`src/rtl/rs_preio_soc_link.sv`:
```
// Serial SoC<->fabric pad link: one TX and one RX UART-style engine sharing only clk and reset.
// Define RS_PREIO_LINK_PARITY_EN to add an even-parity bit after the data bits of every frame.
module rs_preio_soc_link #(
    parameter int DATA_WIDTH = 8,
    parameter int BIT_CYCLES = 4
) (
    input  logic                  clk,
    input  logic                  reset_n,
    input  logic [DATA_WIDTH-1:0] tx_data,
    input  logic                  tx_valid,
    output logic                  tx_ready,
    output logic                  gfpga_pad_RS_PREIO_A2F,
    input  logic                  gfpga_pad_RS_PREIO_F2A,
    output logic [DATA_WIDTH-1:0] rx_data,
    output logic                  rx_valid,
    output logic                  rx_frame_err,
    output logic                  rx_parity_err
);
    localparam int CW = (BIT_CYCLES > 2) ? $clog2(BIT_CYCLES) : 1;
    localparam int IW = (DATA_WIDTH > 1) ? $clog2(DATA_WIDTH) : 1;
    localparam logic [CW-1:0] BIT_LAST  = CW'(BIT_CYCLES - 1);
    localparam logic [CW-1:0] HALF_LAST = CW'(BIT_CYCLES / 2 - 1);
    localparam logic [IW-1:0] IDX_LAST  = IW'(DATA_WIDTH - 1);

    typedef enum logic [2:0] {
        TX_IDLE, TX_START, TX_DATA,
`ifdef RS_PREIO_LINK_PARITY_EN
        TX_PARITY,
`endif
        TX_STOP
    } tx_state_t;

    typedef enum logic [2:0] {
        RX_IDLE, RX_START, RX_DATA,
`ifdef RS_PREIO_LINK_PARITY_EN
        RX_PARITY,
`endif
        RX_STOP, RX_WAIT_IDLE
    } rx_state_t;

    tx_state_t             r_tx_state, w_tx_state_next;
    logic [CW-1:0]         r_tx_cnt;
    logic [IW-1:0]         r_tx_idx;
    logic [DATA_WIDTH-1:0] r_tx_shift;
    logic                  r_tx_en;
    logic                  w_tx_accept, w_tx_bit_end;
`ifdef RS_PREIO_LINK_PARITY_EN
    logic                  r_tx_par;
`endif

    assign w_tx_bit_end = (r_tx_cnt == BIT_LAST);
    assign w_tx_accept  = tx_valid && tx_ready;

    always_ff @(posedge clk) begin
        if (!reset_n) r_tx_state <= TX_IDLE;
        else          r_tx_state <= w_tx_state_next;
    end

    always_comb begin
        w_tx_state_next = r_tx_state;
        case (r_tx_state)
            TX_IDLE:  if (w_tx_accept) w_tx_state_next = TX_START;
            TX_START: if (w_tx_bit_end) w_tx_state_next = TX_DATA;
            TX_DATA:  if (w_tx_bit_end && r_tx_idx == IDX_LAST)
`ifdef RS_PREIO_LINK_PARITY_EN
                          w_tx_state_next = TX_PARITY;
            TX_PARITY: if (w_tx_bit_end) w_tx_state_next = TX_STOP;
`else
                          w_tx_state_next = TX_STOP;
`endif
            TX_STOP:  if (w_tx_bit_end) w_tx_state_next = TX_IDLE;
            default:  w_tx_state_next = TX_IDLE;
        endcase
    end

    // r_tx_en keeps tx_ready low while reset is held, even though the state is already IDLE.
    always_comb begin
        tx_ready               = 1'b0;
        gfpga_pad_RS_PREIO_A2F = 1'b1;
        case (r_tx_state)
            TX_IDLE:   tx_ready = r_tx_en;
            TX_START:  gfpga_pad_RS_PREIO_A2F = 1'b0;
            TX_DATA:   gfpga_pad_RS_PREIO_A2F = r_tx_shift[0];
`ifdef RS_PREIO_LINK_PARITY_EN
            TX_PARITY: gfpga_pad_RS_PREIO_A2F = r_tx_par;
`endif
            default:   ;
        endcase
    end

    always_ff @(posedge clk) begin
        if (!reset_n) begin
            r_tx_en    <= 1'b0;
            r_tx_cnt   <= '0;
            r_tx_idx   <= '0;
            r_tx_shift <= '0;
`ifdef RS_PREIO_LINK_PARITY_EN
            r_tx_par   <= 1'b0;
`endif
        end else begin
            r_tx_en <= 1'b1;
            if (r_tx_state == TX_IDLE) begin
                r_tx_cnt <= '0;
                r_tx_idx <= '0;
                if (w_tx_accept) begin
                    r_tx_shift <= tx_data;
`ifdef RS_PREIO_LINK_PARITY_EN
                    r_tx_par   <= ^tx_data;
`endif
                end
            end else begin
                r_tx_cnt <= w_tx_bit_end ? '0 : r_tx_cnt + 1'b1;
                if (r_tx_state == TX_DATA && w_tx_bit_end) begin
                    r_tx_shift <= r_tx_shift >> 1;
                    r_tx_idx   <= r_tx_idx + 1'b1;
                end
            end
        end
    end

    rx_state_t             r_rx_state, w_rx_state_next;
    logic [CW-1:0]         r_rx_cnt;
    logic [IW-1:0]         r_rx_idx;
    logic [DATA_WIDTH-1:0] r_rx_shift, r_rx_data;
    logic                  r_rx_valid, r_rx_ferr;
    logic                  w_rx_in, w_rx_bit_end, w_rx_half;
    logic                  w_rx_shift_en, w_rx_deliver, w_rx_bad_stop;
    logic [DATA_WIDTH:0]   w_rx_cat;
`ifdef RS_PREIO_LINK_PARITY_EN
    logic                  r_rx_par_bad, r_rx_perr, w_rx_par_chk;
`endif

    assign w_rx_in      = gfpga_pad_RS_PREIO_F2A;
    assign w_rx_bit_end = (r_rx_cnt == BIT_LAST);
    assign w_rx_half    = (r_rx_cnt == HALF_LAST);
    assign w_rx_cat     = {w_rx_in, r_rx_shift};

    always_ff @(posedge clk) begin
        if (!reset_n) r_rx_state <= RX_IDLE;
        else          r_rx_state <= w_rx_state_next;
    end

    always_comb begin
        w_rx_state_next = r_rx_state;
        case (r_rx_state)
            RX_IDLE:      if (!w_rx_in) w_rx_state_next = RX_START;
            RX_START:     if (w_rx_half) w_rx_state_next = w_rx_in ? RX_IDLE : RX_DATA;
            RX_DATA:      if (w_rx_bit_end && r_rx_idx == IDX_LAST)
`ifdef RS_PREIO_LINK_PARITY_EN
                              w_rx_state_next = RX_PARITY;
            RX_PARITY:    if (w_rx_bit_end) w_rx_state_next = RX_STOP;
`else
                              w_rx_state_next = RX_STOP;
`endif
            RX_STOP:      if (w_rx_bit_end) w_rx_state_next = w_rx_in ? RX_IDLE : RX_WAIT_IDLE;
            RX_WAIT_IDLE: if (w_rx_in) w_rx_state_next = RX_IDLE;
            default:      w_rx_state_next = RX_IDLE;
        endcase
    end

    always_comb begin
        w_rx_shift_en = 1'b0;
        w_rx_deliver  = 1'b0;
        w_rx_bad_stop = 1'b0;
`ifdef RS_PREIO_LINK_PARITY_EN
        w_rx_par_chk  = 1'b0;
`endif
        case (r_rx_state)
            RX_DATA:   w_rx_shift_en = w_rx_bit_end;
`ifdef RS_PREIO_LINK_PARITY_EN
            RX_PARITY: w_rx_par_chk = w_rx_bit_end;
`endif
            RX_STOP: begin
                w_rx_deliver  = w_rx_bit_end && w_rx_in;
                w_rx_bad_stop = w_rx_bit_end && !w_rx_in;
            end
            default: ;
        endcase
    end

    // The START counter runs to mid-bit; every later sample is one full bit period on.
    always_ff @(posedge clk) begin
        if (!reset_n) begin
            r_rx_cnt     <= '0;
            r_rx_idx     <= '0;
            r_rx_shift   <= '0;
            r_rx_data    <= '0;
            r_rx_valid   <= 1'b0;
            r_rx_ferr    <= 1'b0;
`ifdef RS_PREIO_LINK_PARITY_EN
            r_rx_par_bad <= 1'b0;
            r_rx_perr    <= 1'b0;
`endif
        end else begin
            r_rx_valid <= w_rx_deliver;
            r_rx_ferr  <= w_rx_bad_stop;
            case (r_rx_state)
                RX_IDLE, RX_WAIT_IDLE: r_rx_cnt <= '0;
                RX_START: r_rx_cnt <= w_rx_half ? '0 : r_rx_cnt + 1'b1;
                default:  r_rx_cnt <= w_rx_bit_end ? '0 : r_rx_cnt + 1'b1;
            endcase
            if (r_rx_state == RX_START) r_rx_idx <= '0;
            else if (w_rx_shift_en)     r_rx_idx <= r_rx_idx + 1'b1;
            if (w_rx_shift_en) r_rx_shift <= w_rx_cat[DATA_WIDTH:1];
            if (w_rx_deliver)  r_rx_data  <= r_rx_shift;
`ifdef RS_PREIO_LINK_PARITY_EN
            if (w_rx_par_chk) r_rx_par_bad <= w_rx_in ^ (^r_rx_shift);
            r_rx_perr <= w_rx_deliver && r_rx_par_bad;
`endif
        end
    end

    assign rx_data      = r_rx_data;
    assign rx_valid     = r_rx_valid;
    assign rx_frame_err = r_rx_ferr;
`ifdef RS_PREIO_LINK_PARITY_EN
    assign rx_parity_err = r_rx_perr;
`else
    assign rx_parity_err = 1'b0;
`endif
endmodule

```
`config.mk`:
```
export PLATFORM = sky130hd
export DESIGN_NAME = rs_preio_soc_link
export DESIGN_NICKNAME = d
export VERILOG_FILES = /design/src/rtl/rs_preio_soc_link.sv
export SDC_FILE = /design/constraint.sdc
export NUM_CORES = 1
export LEC_CHECK = 0
export CORE_ASPECT_RATIO = 1.25
export CORE_MARGIN = 5
export CORE_UTILIZATION = 30
export CTS_BUF_LIST = sky130_fd_sc_hd__clkbuf_4 sky130_fd_sc_hd__clkbuf_8
export CTS_CLUSTER_DIAMETER = 200
export DETAILED_ROUTE_END_ITERATION = 16
export DONT_BUFFER_PORTS = 1
export HOLD_SLACK_MARGIN = 0.15
export PLACE_DENSITY = 0.55
export SETUP_SLACK_MARGIN = 0.5
export SLEW_MARGIN = 20
export SYNTH_ARGS = -nofsm -noshare
export SYNTH_HDL_FRONTEND = slang
export SYNTH_SLANG_ARGS = --single-unit
```
`constraint.sdc`:
```
create_clock -name clk -period 2.3 [get_ports clk]
set_input_delay 0.23 -clock clk [delete_from_list [all_inputs] [get_ports clk]]
set_output_delay 0.23 -clock clk [all_outputs]
set_load 0.03 [all_outputs]
```
* After elaboration in Yosys (flattened, before gate mapping) *
Cells that the tools add are included.

operators by class
  add/subtract/negate cells = 4
  $mul = 0
  divide/modulo/power cells = 0
  magnitude comparators = 0
  eq/ne operators = 21
  shift-type cells = 0
  multiplexer cells = 24
  bitwise logic cells = 1
  reductions and logical operators = 18

operators by type and width
  kind                                                                   count
  3-bit two-way mux                                                      10
  8-bit two-way mux                                                      3
  2-bit inequality test, second input constant                           9
  3-bit case mux with 5 select lines                                     1
  3-bit by 2-bit equality test with 1-bit output, second input constant  4
  3-bit case mux with 4 select lines                                     1
  3-bit equality test, second input constant                             3
  3-bit by 1-bit adder with 3-bit output, second input constant          2
  3-bit by 1-bit equality test with 1-bit output, second input constant  2
  1-bit logical AND                                                      6
  3-bit zero test                                                        2
  2-bit two-way mux                                                      3
  2-bit OR reduction                                                     3
  5-bit AND reduction                                                    1
  2-bit by 1-bit adder with 2-bit output, second input constant          2
  2-bit equality test, second input constant                             2
  1-bit two-way mux                                                      4
  2-bit case mux with 2 select lines                                     1
  2-bit AND reduction                                                    2
  4-bit AND reduction                                                    1
  3-bit OR reduction                                                     1
  2-bit by 1-bit equality test with 1-bit output, second input constant  1
  1-bit case mux with 2 select lines                                     1
  2-bit nonzero test                                                     1
  other kinds (2)                                                        2

word-level totals
  register bits = 43
  bits in latches = 0
  bits in writable memories = 0
  memory bits (read-only) = 0
  input port bits = 12
  output and inout port bits = 13
  logic and storage cells = 80
  memories = 0

* Depth between registers and ports, before layout *
Gate-level depths: netlist of run 1.

  depth in word-level cells = 5
  mapped depth = 7
  gate-level depth less buffers = 6

* Worst setup path before layout of run 1 *
OpenSTA, ideal clock, no wires.

  kind = register -> register
  from = register r_rx_idx[0]
  to = register r_rx_state[2]
  setup time = 88 ps
  arrival = 1538 ps
  data required time = 2212 ps
  path slack = 674 ps
  stages on the path, launching flop included = 7
  path buffers = 0
  period minus slack after synthesis = 1626 ps
  cell sequence = dfxtp_1 -> ha_1 -> ha_1 -> and3_1 -> or4b_1 -> o311a_1 -> nor4_2

on the way
  cells in the longest elaborated chain, start to end = 4

ends and longest elaborated chain
  item                             line  source
  start: declaration               123   logic [IW-1:0] r_rx_idx;
  start signal: assignment         203   else if (w_rx_shift_en) r_rx_idx <= r_rx_idx + 1'b1;
  3-bit equality test              148   RX_DATA: if (w_rx_bit_end && r_rx_idx == IDX_LAST)
  1-bit logical AND                148
  2-bit inequality test (no line)  -
  5-bit AND reduction (no line)    -
  end signal: assignment           140   else r_rx_state <= w_rx_state_next;
  end: declaration                 121   rx_state_t r_rx_state, w_rx_state_next;

No other way between the ends.
A chain may end at the register's enable or synchronous reset.

* Final worst setup path of run 1 *
  from = register r_tx_state[1]
  to = output port tx_ready

on the way
  cells in the longest elaborated chain, start to end = 2

ends and longest elaborated chain
  item                      line  source
  start: declaration        41    tx_state_t r_tx_state, w_tx_state_next;
  start signal: assignment  56    else r_tx_state <= w_tx_state_next;
  3-bit zero test           80    case (r_tx_state)
  1-bit two-way mux         80
  end: declaration          11    output logic tx_ready,

No other way between the ends.

==> impl_metrics.toml, run 1 <==
[logic_synthesis]
async_reset_ff_share_pct = 0
synth-edff-count = 0
muxShareOfSynthArea_pct = 8.54
ys_seq_elements = 42
distinct_cells_synth = 39
netlist_area_mm2 = 0.00187
synth_compound_gate_area_share_pct = 12.9
synth_area_leader_cell = "sky130_fd_sc_hd__dfxtp_1"
post_syn_nets = 233
synth_sequential_area_ratio_pct = 44.9
synth_xor_xnor_area_share_pct = 0.935
synth_top_area_share_pct = 44.9
ys.warnings.count = 0
synth_top_flop_cell = "sky130_fd_sc_hd__dfxtp_1"
yosys.area_share.simple_pct = 20.4
combinational_family_with_the_most_area_after_synthesis = "simple AND/OR/NAND/NOR gates"
synth-adder-area-share_pct = 8.01
avgSynthCellArea_um2 = 8.97
post_synth_main_area_contributors = "sky130_fd_sc_hd__dfxtp_1 (45%), sky130_fd_sc_hd__mux2i_1 (8.5%), sky130_fd_sc_hd__ha_1 (8.0%)"
synth_cells = 209

[sta]
grt_setup_unrepaired = "yes"
final_max_slew_viol_count = 0
whs_ps = 160
relSlewSlack_pct = 64.9
setup_tns_ps = 0
hold_viol = 0
finClkSkew_ps = 5.28
shortest_period_the_worst_path_allows_ps = 1750
post-route-period-util_pct = 76.3
highest_clock_frequency_the_design_can_meet_ghz = 0.570
number_of_endpoints_failing_setup_at_the_final_stage = 0
worst_slew_pin_slew_ps = 526

[power_and_ir_drop]
ir_worst_vdd_uv = 355
static-leakage-power_nw = 0.869
combPwrFrac_pct = 28.4
switching_power_mw = 0.642
power_frac_seq_pct = 44.4
switching_share_pct = 33.9
intPower_mw = 1.25
power_density_mw_per_mm2 = 883
clkPwrFrac_pct = 27.3
power.total_mw = 1.89

[die]
pin_count = 25
die_area_mm2 = 0.00794
rows = 32
core_area_mm2 = 0.00613
start_util_pct = 30.6
die_x_um = 80.7
die_h_um = 98.4

[final_layout]
area_delta_synth_final_pct = 14.4
antenna_cells = 0
finalCoreUtilization_pct = 35.0
register_area_um2 = 842
layout_commonest_cell = "sky130_fd_sc_hd__dfxtp_1"
finalNetCount = 238
multi_input_comb_area_um2 = 983
final_cell_mix = "sky130_fd_sc_hd__dfxtp_1 (41), sky130_fd_sc_hd__nand2_1 (28), sky130_fd_sc_hd__nor2_1 (22), sky130_fd_sc_hd__mux2i_1 (16), sky130_fd_sc_hd__a21oi_1 (15)"
fillerInstances = 633
final_layout_size_suffix_gt1_share_pct = 10.7
post-route-cell-area_mm2 = 0.00214

[cts]
worst_setup_hold_path_clk_slew_ps = 90
cts_inserted_buffers = 5
number_of_levels_in_the_clock_h_tree = 2
cts-root-to-sink-buffers = 2
tritoncts = "done"
clock_latency_ps = 300
clkSinkCount = 42
ctsRootBufferMaster = "sky130_fd_sc_hd__clkbuf_8"

[placement]
port_buffers = 0
place_area_mm2 = 0.00197
globalplace.congestion = 0.663
dpl.hpwl_um = 2540

[detailed_routing]
drc = 0
viasPerCell = 4.75
drt_pre_antenna_iters = 4
drt_iter0_drc = 40
detail_route.wl_per_cell_um = 12.1
vias = 1424
wirelength_um = 3640
post_route_antenna_net_violation_count = 0

[worst_setup_path]
rr_worst_depth = 6
timing.reg2reg.setup_slack_ps = 550
critPathCaptureType = "output port"
setup.worst_path.end = "tx_ready"
r2r-end = "r_rx_state[2]"
critical_path_required_ps = 2070
critical_path.startpoint = "r_tx_state[1]"
worst_reg2reg_startpoint = "r_rx_idx[0]"
worstSetupPathType = "reg -> out"
slowest_cell_on_the_critical_path = "sky130_fd_sc_hd__ha_2"
critical_path_cell_by_cell = "inv_1 -> ha_2 -> and2_1"
timing.critical_path.from_type = "flop"
critPathMaxFanout = 14
worst-endpoint-arrival_ps = 1520
max_stage_delay_ps = 400

[global_routing]
groute.usage.overall_pct = 9.42
globalRouteMet3Util_pct = 3.14
grt_first_pass_wirelength_um = 5960
antenna_found_initial = 0
globalRouteMet1Util_pct = 11.6
vias_in_the_first_global_route = 1334
overflow = 0
globalRouteMet2Util_pct = 15.1
grt.busiest_layer = "met2"
maximum_number_of_pins_on_one_net_before_global_route_repair = 21

[flow_run]
cap_violations = 0

[outcome]
status = "complete, no violations"

[hold_path]
hold_class = "in -> reg"
-- sequential cells by signal, summed over array words and instances, names as in the netlist, 2 cells and up --
| signal | flops |
|---|---|
| r_rx_cnt | 2 |
| r_rx_idx | 3 |
| r_rx_shift | 8 |
| r_rx_state | 3 |
| r_tx_cnt | 2 |
| r_tx_idx | 3 |
| r_tx_shift | 8 |
| r_tx_state | 2 |
| rx_data | 8 |
-- through the flow --
step	worst slack [ps]	instances
2_1_floorplan	674	209
3_3_place_gp	479	288
3_5_place_dp	421	288
4_1_cts	514	298
5_1_grt	421	300
6_report	546	300
-- routing by layer --
metal | routed length, µm | part of all wire, %
met5 | 0 | 0
met4 | 44 | 1.2
met3 | 186 | 5.1
met2 | 1690 | 46
met1 | 1720 | 47
-- cell usage after synthesis (all sizes together) (2+ instances only) --
cell type   n
nand2      28
nor2       22
nand3       7
and3        2
dfxtp      42
clkbuf      7
nor3b       2
inv         8
nand2b      4
nor3        4
nor4        3
o21ai       6
ha         12
nor2b       3
mux2i      16
o31ai       2
buf         4
a21oi      15
a211oi      7
-- kinds of logic after synthesis --
group                    Yosys count
AO/OA/AOI/OAI                     37
XOR/XNOR                           2
adder cells (fa/ha/maj)           12
buffers and inverters             19
flip-flops                        42
multiplexers                      16
other                              1
AND/OR/NAND/NOR                   80
-- layout make-up --
cell class	count	share of cell area, %
multi-input combinational	148	45.9
inverter	8	1.40
timing repair buffer	9	3.97
clock buffer	5	3.21
clock inverter	3	1.34
tap	85	4.96
sequential	42	39.3
-- worst min-delay path by stage --
stage                                      start       endpoint  depth (start not counted)
after floorplan                          reset_n        r_tx_en                          0
after global placement                   reset_n        r_tx_en                          0
after detailed placement                 reset_n        r_tx_en                          0
after CTS                               tx_valid  r_tx_shift[7]                          3
after global routing      gfpga_pad_RS_PREIO_F2A  r_rx_state[2]                          2
final                                   tx_valid  r_tx_shift[7]                          3
-- worst max-delay path, delay by kind of cell, from the launching register on --
kind | cells | cell delay [ps]
adders and majority gates | 1 | 400
buffers and inverters | 1 | 100
DFF | 1 | 340
and+or+nand+nor | 1 | 390
-- repair_timing --
item / in CTS / in global routing
hold buffers: 2 / 0
buffers inserted: 0 / 2
setup endpoints to repair: 8 / 10
pin swaps: 0 / 1
endpoints found under the hold margin: 9 / 0
gates resized for setup: 2 / 4
-- power groups by stage --
stage               clock (mW)  sequential, mW  combinational [mW]
floorplan                    0           0.832               0.430
global placement             0           0.854               0.493
CTS                      0.539           0.836               0.519
finish                   0.516           0.840               0.537
global route             0.567           0.851               0.599
detailed placement           0           0.853               0.499
(Power assumes the default switching activity.)
==> run 2, diff against run 1 <==
- clock period: 2.3 -> 1.76 ns (I/O delays scaled with it)
==> impl_metrics.toml, run 2 (synthesis gave the netlist of run 1 again) <==
[sta]
finClkSkew_ps = 4.90
final_max_slew_viol_count = 0
setup_tns_ps = 0
worst_slew_pin_slew_ps = 562
grt_setup_unrepaired = "yes"
shortest_period_the_worst_path_allows_ps = 1580
hold_viol = 1
whs_ps = -91.6
highest_clock_frequency_the_design_can_meet_ghz = 0.631
post-route-period-util_pct = 90.0
relSlewSlack_pct = 62.5
number_of_endpoints_failing_setup_at_the_final_stage = 0

[global_routing]
groute.usage.overall_pct = 10.3
maximum_number_of_pins_on_one_net_before_global_route_repair = 19
antenna_found_initial = 0
grt_first_pass_wirelength_um = 6620
overflow = 0
vias_in_the_first_global_route = 1543

[cts]
cts_inserted_buffers = 5
number_of_levels_in_the_clock_h_tree = 2
post_cts_hold_fix_bufs = 9
cts-root-to-sink-buffers = 2
worst_setup_hold_path_clk_slew_ps = 80
ctsRootBufferMaster = "sky130_fd_sc_hd__clkbuf_8"
clkSinkCount = 42
clock_latency_ps = 290
tritoncts = "done"

[worst_setup_path]
slowest_cell_on_the_critical_path = "sky130_fd_sc_hd__or4b_1"
critical_path_required_ps = 1970
worstSetupPathType = "reg -> reg"
max_stage_delay_ps = 460
timing.critical_path.from_type = "flop"
critical_path_cell_by_cell = "ha_4 -> ha_4 -> and3_4 -> or4b_1 -> o311a_1 -> nor4_2"
crit_buf_inv = 0
path_delay_family = "simple AND/OR/NAND/NOR gates"
worst-endpoint-arrival_ps = 1800
critPathCaptureType = "flop"
critPathMaxFanout = 3
critical_path.most_common_cell = "sky130_fd_sc_hd__ha_4"

[detailed_routing]
drt_pre_antenna_iters = 3
drt_iter0_drc = 51
post_route_antenna_net_violation_count = 0
detail_route.wirelength.met1_um = 1760
met2WireLength_um = 1940
detail_route.wl_per_cell_um = 12.2
wl_met3_um = 169
vias = 1504
drc = 0
wirelength_um = 3920
viasPerCell = 4.69
highest_layer = "met4"

[die]
rows = 32
pin_count = 25
die_area_mm2 = 0.00794
start_util_pct = 30.6
die_x_um = 80.7
die_h_um = 98.4
core_area_mm2 = 0.00613

[final_layout]
finalNetCount = 259
multi_input_comb_area_mm2 = 0.00115
fin_cells = 321
antenna_cells = 0
final_cell_mix = "sky130_fd_sc_hd__dfxtp_1 (35), sky130_fd_sc_hd__nand2_1 (27), sky130_fd_sc_hd__nor2_1 (22), sky130_fd_sc_hd__mux2i_1 (15), sky130_fd_sc_hd__a21oi_1 (15)"
fillerInstances = 602
register_area_um2 = 857
area_delta_synth_final_pct = 37.0
final_layout_size_suffix_gt1_share_pct = 27.1
layout_commonest_cell = "sky130_fd_sc_hd__dfxtp_1"

[power_and_ir_drop]
static-leakage-power_nw = 1.02
power.total_mw = 2.80
ir_worst_vdd_uv = 441
power_density_mw_per_mm2 = 1090

[flow_run]
cap_violations = 0

[placement]
dpl.cell_count = 291
port_buffers = 0
dpl.hpwl_um = 2630
globalplace.congestion = 0.709

[outcome]
failed_checks = "negative hold slack"
status = "finished with violations"

[hold_path]
hold_class = "in -> reg"
## run 2: cell types whose count changed in the layout (fill, tap and decap cells not counted), moves of 3 or more
| cell | change |
|---|---|
| sky130_fd_sc_hd__buf_6 | +9 |
| sky130_fd_sc_hd__buf_4 | +3 |
| sky130_fd_sc_hd__ha_1 | -7 |
| sky130_fd_sc_hd__ha_4 | +7 |
| sky130_fd_sc_hd__dfxtp_4 | +3 |
| sky130_fd_sc_hd__dlygate4sd3_1 | +7 |
| sky130_fd_sc_hd__dfxtp_1 | -6 |
| sky130_fd_sc_hd__dfxtp_2 | +3 |
## run 2: worst paths after layout
check / startpoint / endpoint / slack, ps / depth (start not counted)
setup / recovery: r_rx_idx[1] / r_rx_state[2] / 180 / 6
hold / removal: reset_n / r_tx_en / -90 / 0
setup reg to reg: r_rx_idx[1] / r_rx_state[2] / 180 / 6
hold reg to reg: r_tx_idx[1] / r_tx_idx[1] / 460 / 2
## run 2: per-layer routing
layer / GRT usage [%] / up-vias
met5: 0 / -
met4: 3.51 / 0
met3: 2.68 / 6
met2: 17.9 / 25
met1: 12.0 / 701
li1: - / 772
## run 2: per-stage QoR
stage / worst slack [ps] / area (µm²) / utilization (%) / hold slack [ps]
after floorplan: 199 / 2020 / - / 204
after global placement: 176 / 2140 / 34.9 / 205
after detailed placement: 148 / 2140 / 34.9 / 205
after CTS: 167 / 2460 / 40.1 / -104
after global routing: 87.4 / 2570 / 41.9 / -107
final: 175 / 2570 / 41.9 / -91.6
## run 2: repair_timing
action	CTS	global route
gates cloned	0	1
setup buffers	9	3
resized for setup	14	16
setup endpoints to repair	34	41
hold endpoints to repair	20	13
pin swaps	8	4
## run 2: worst reg2reg max path: cells and delay by family, from the launching register on
kind	cells	cell delay [ps]
flip-flops	1	340
AO/OA/AOI/OAI	1	140
adder cells (fa/ha/maj)	2	310
AND/OR/NAND/NOR	3	730
## run 2: report_power, final
part,internal [mW],leakage (nW),switching [mW]
Combinational,0.530,0.625,0.512
Clock,0.315,0.0472,0.328
Sequential,1.03,0.345,0.0803
Total,1.88,1.02,0.920
## run 2: layout make-up
class | instances | share of cell area [%]
clock buffers | 6 | 3.22
clock inverters | 2 | 0.487
inverters | 8 | 1.36
multi-input cells | 148 | 44.8
flip-flops and latches | 42 | 33.4
well taps | 85 | 4.14
repair buffers | 30 | 12.6
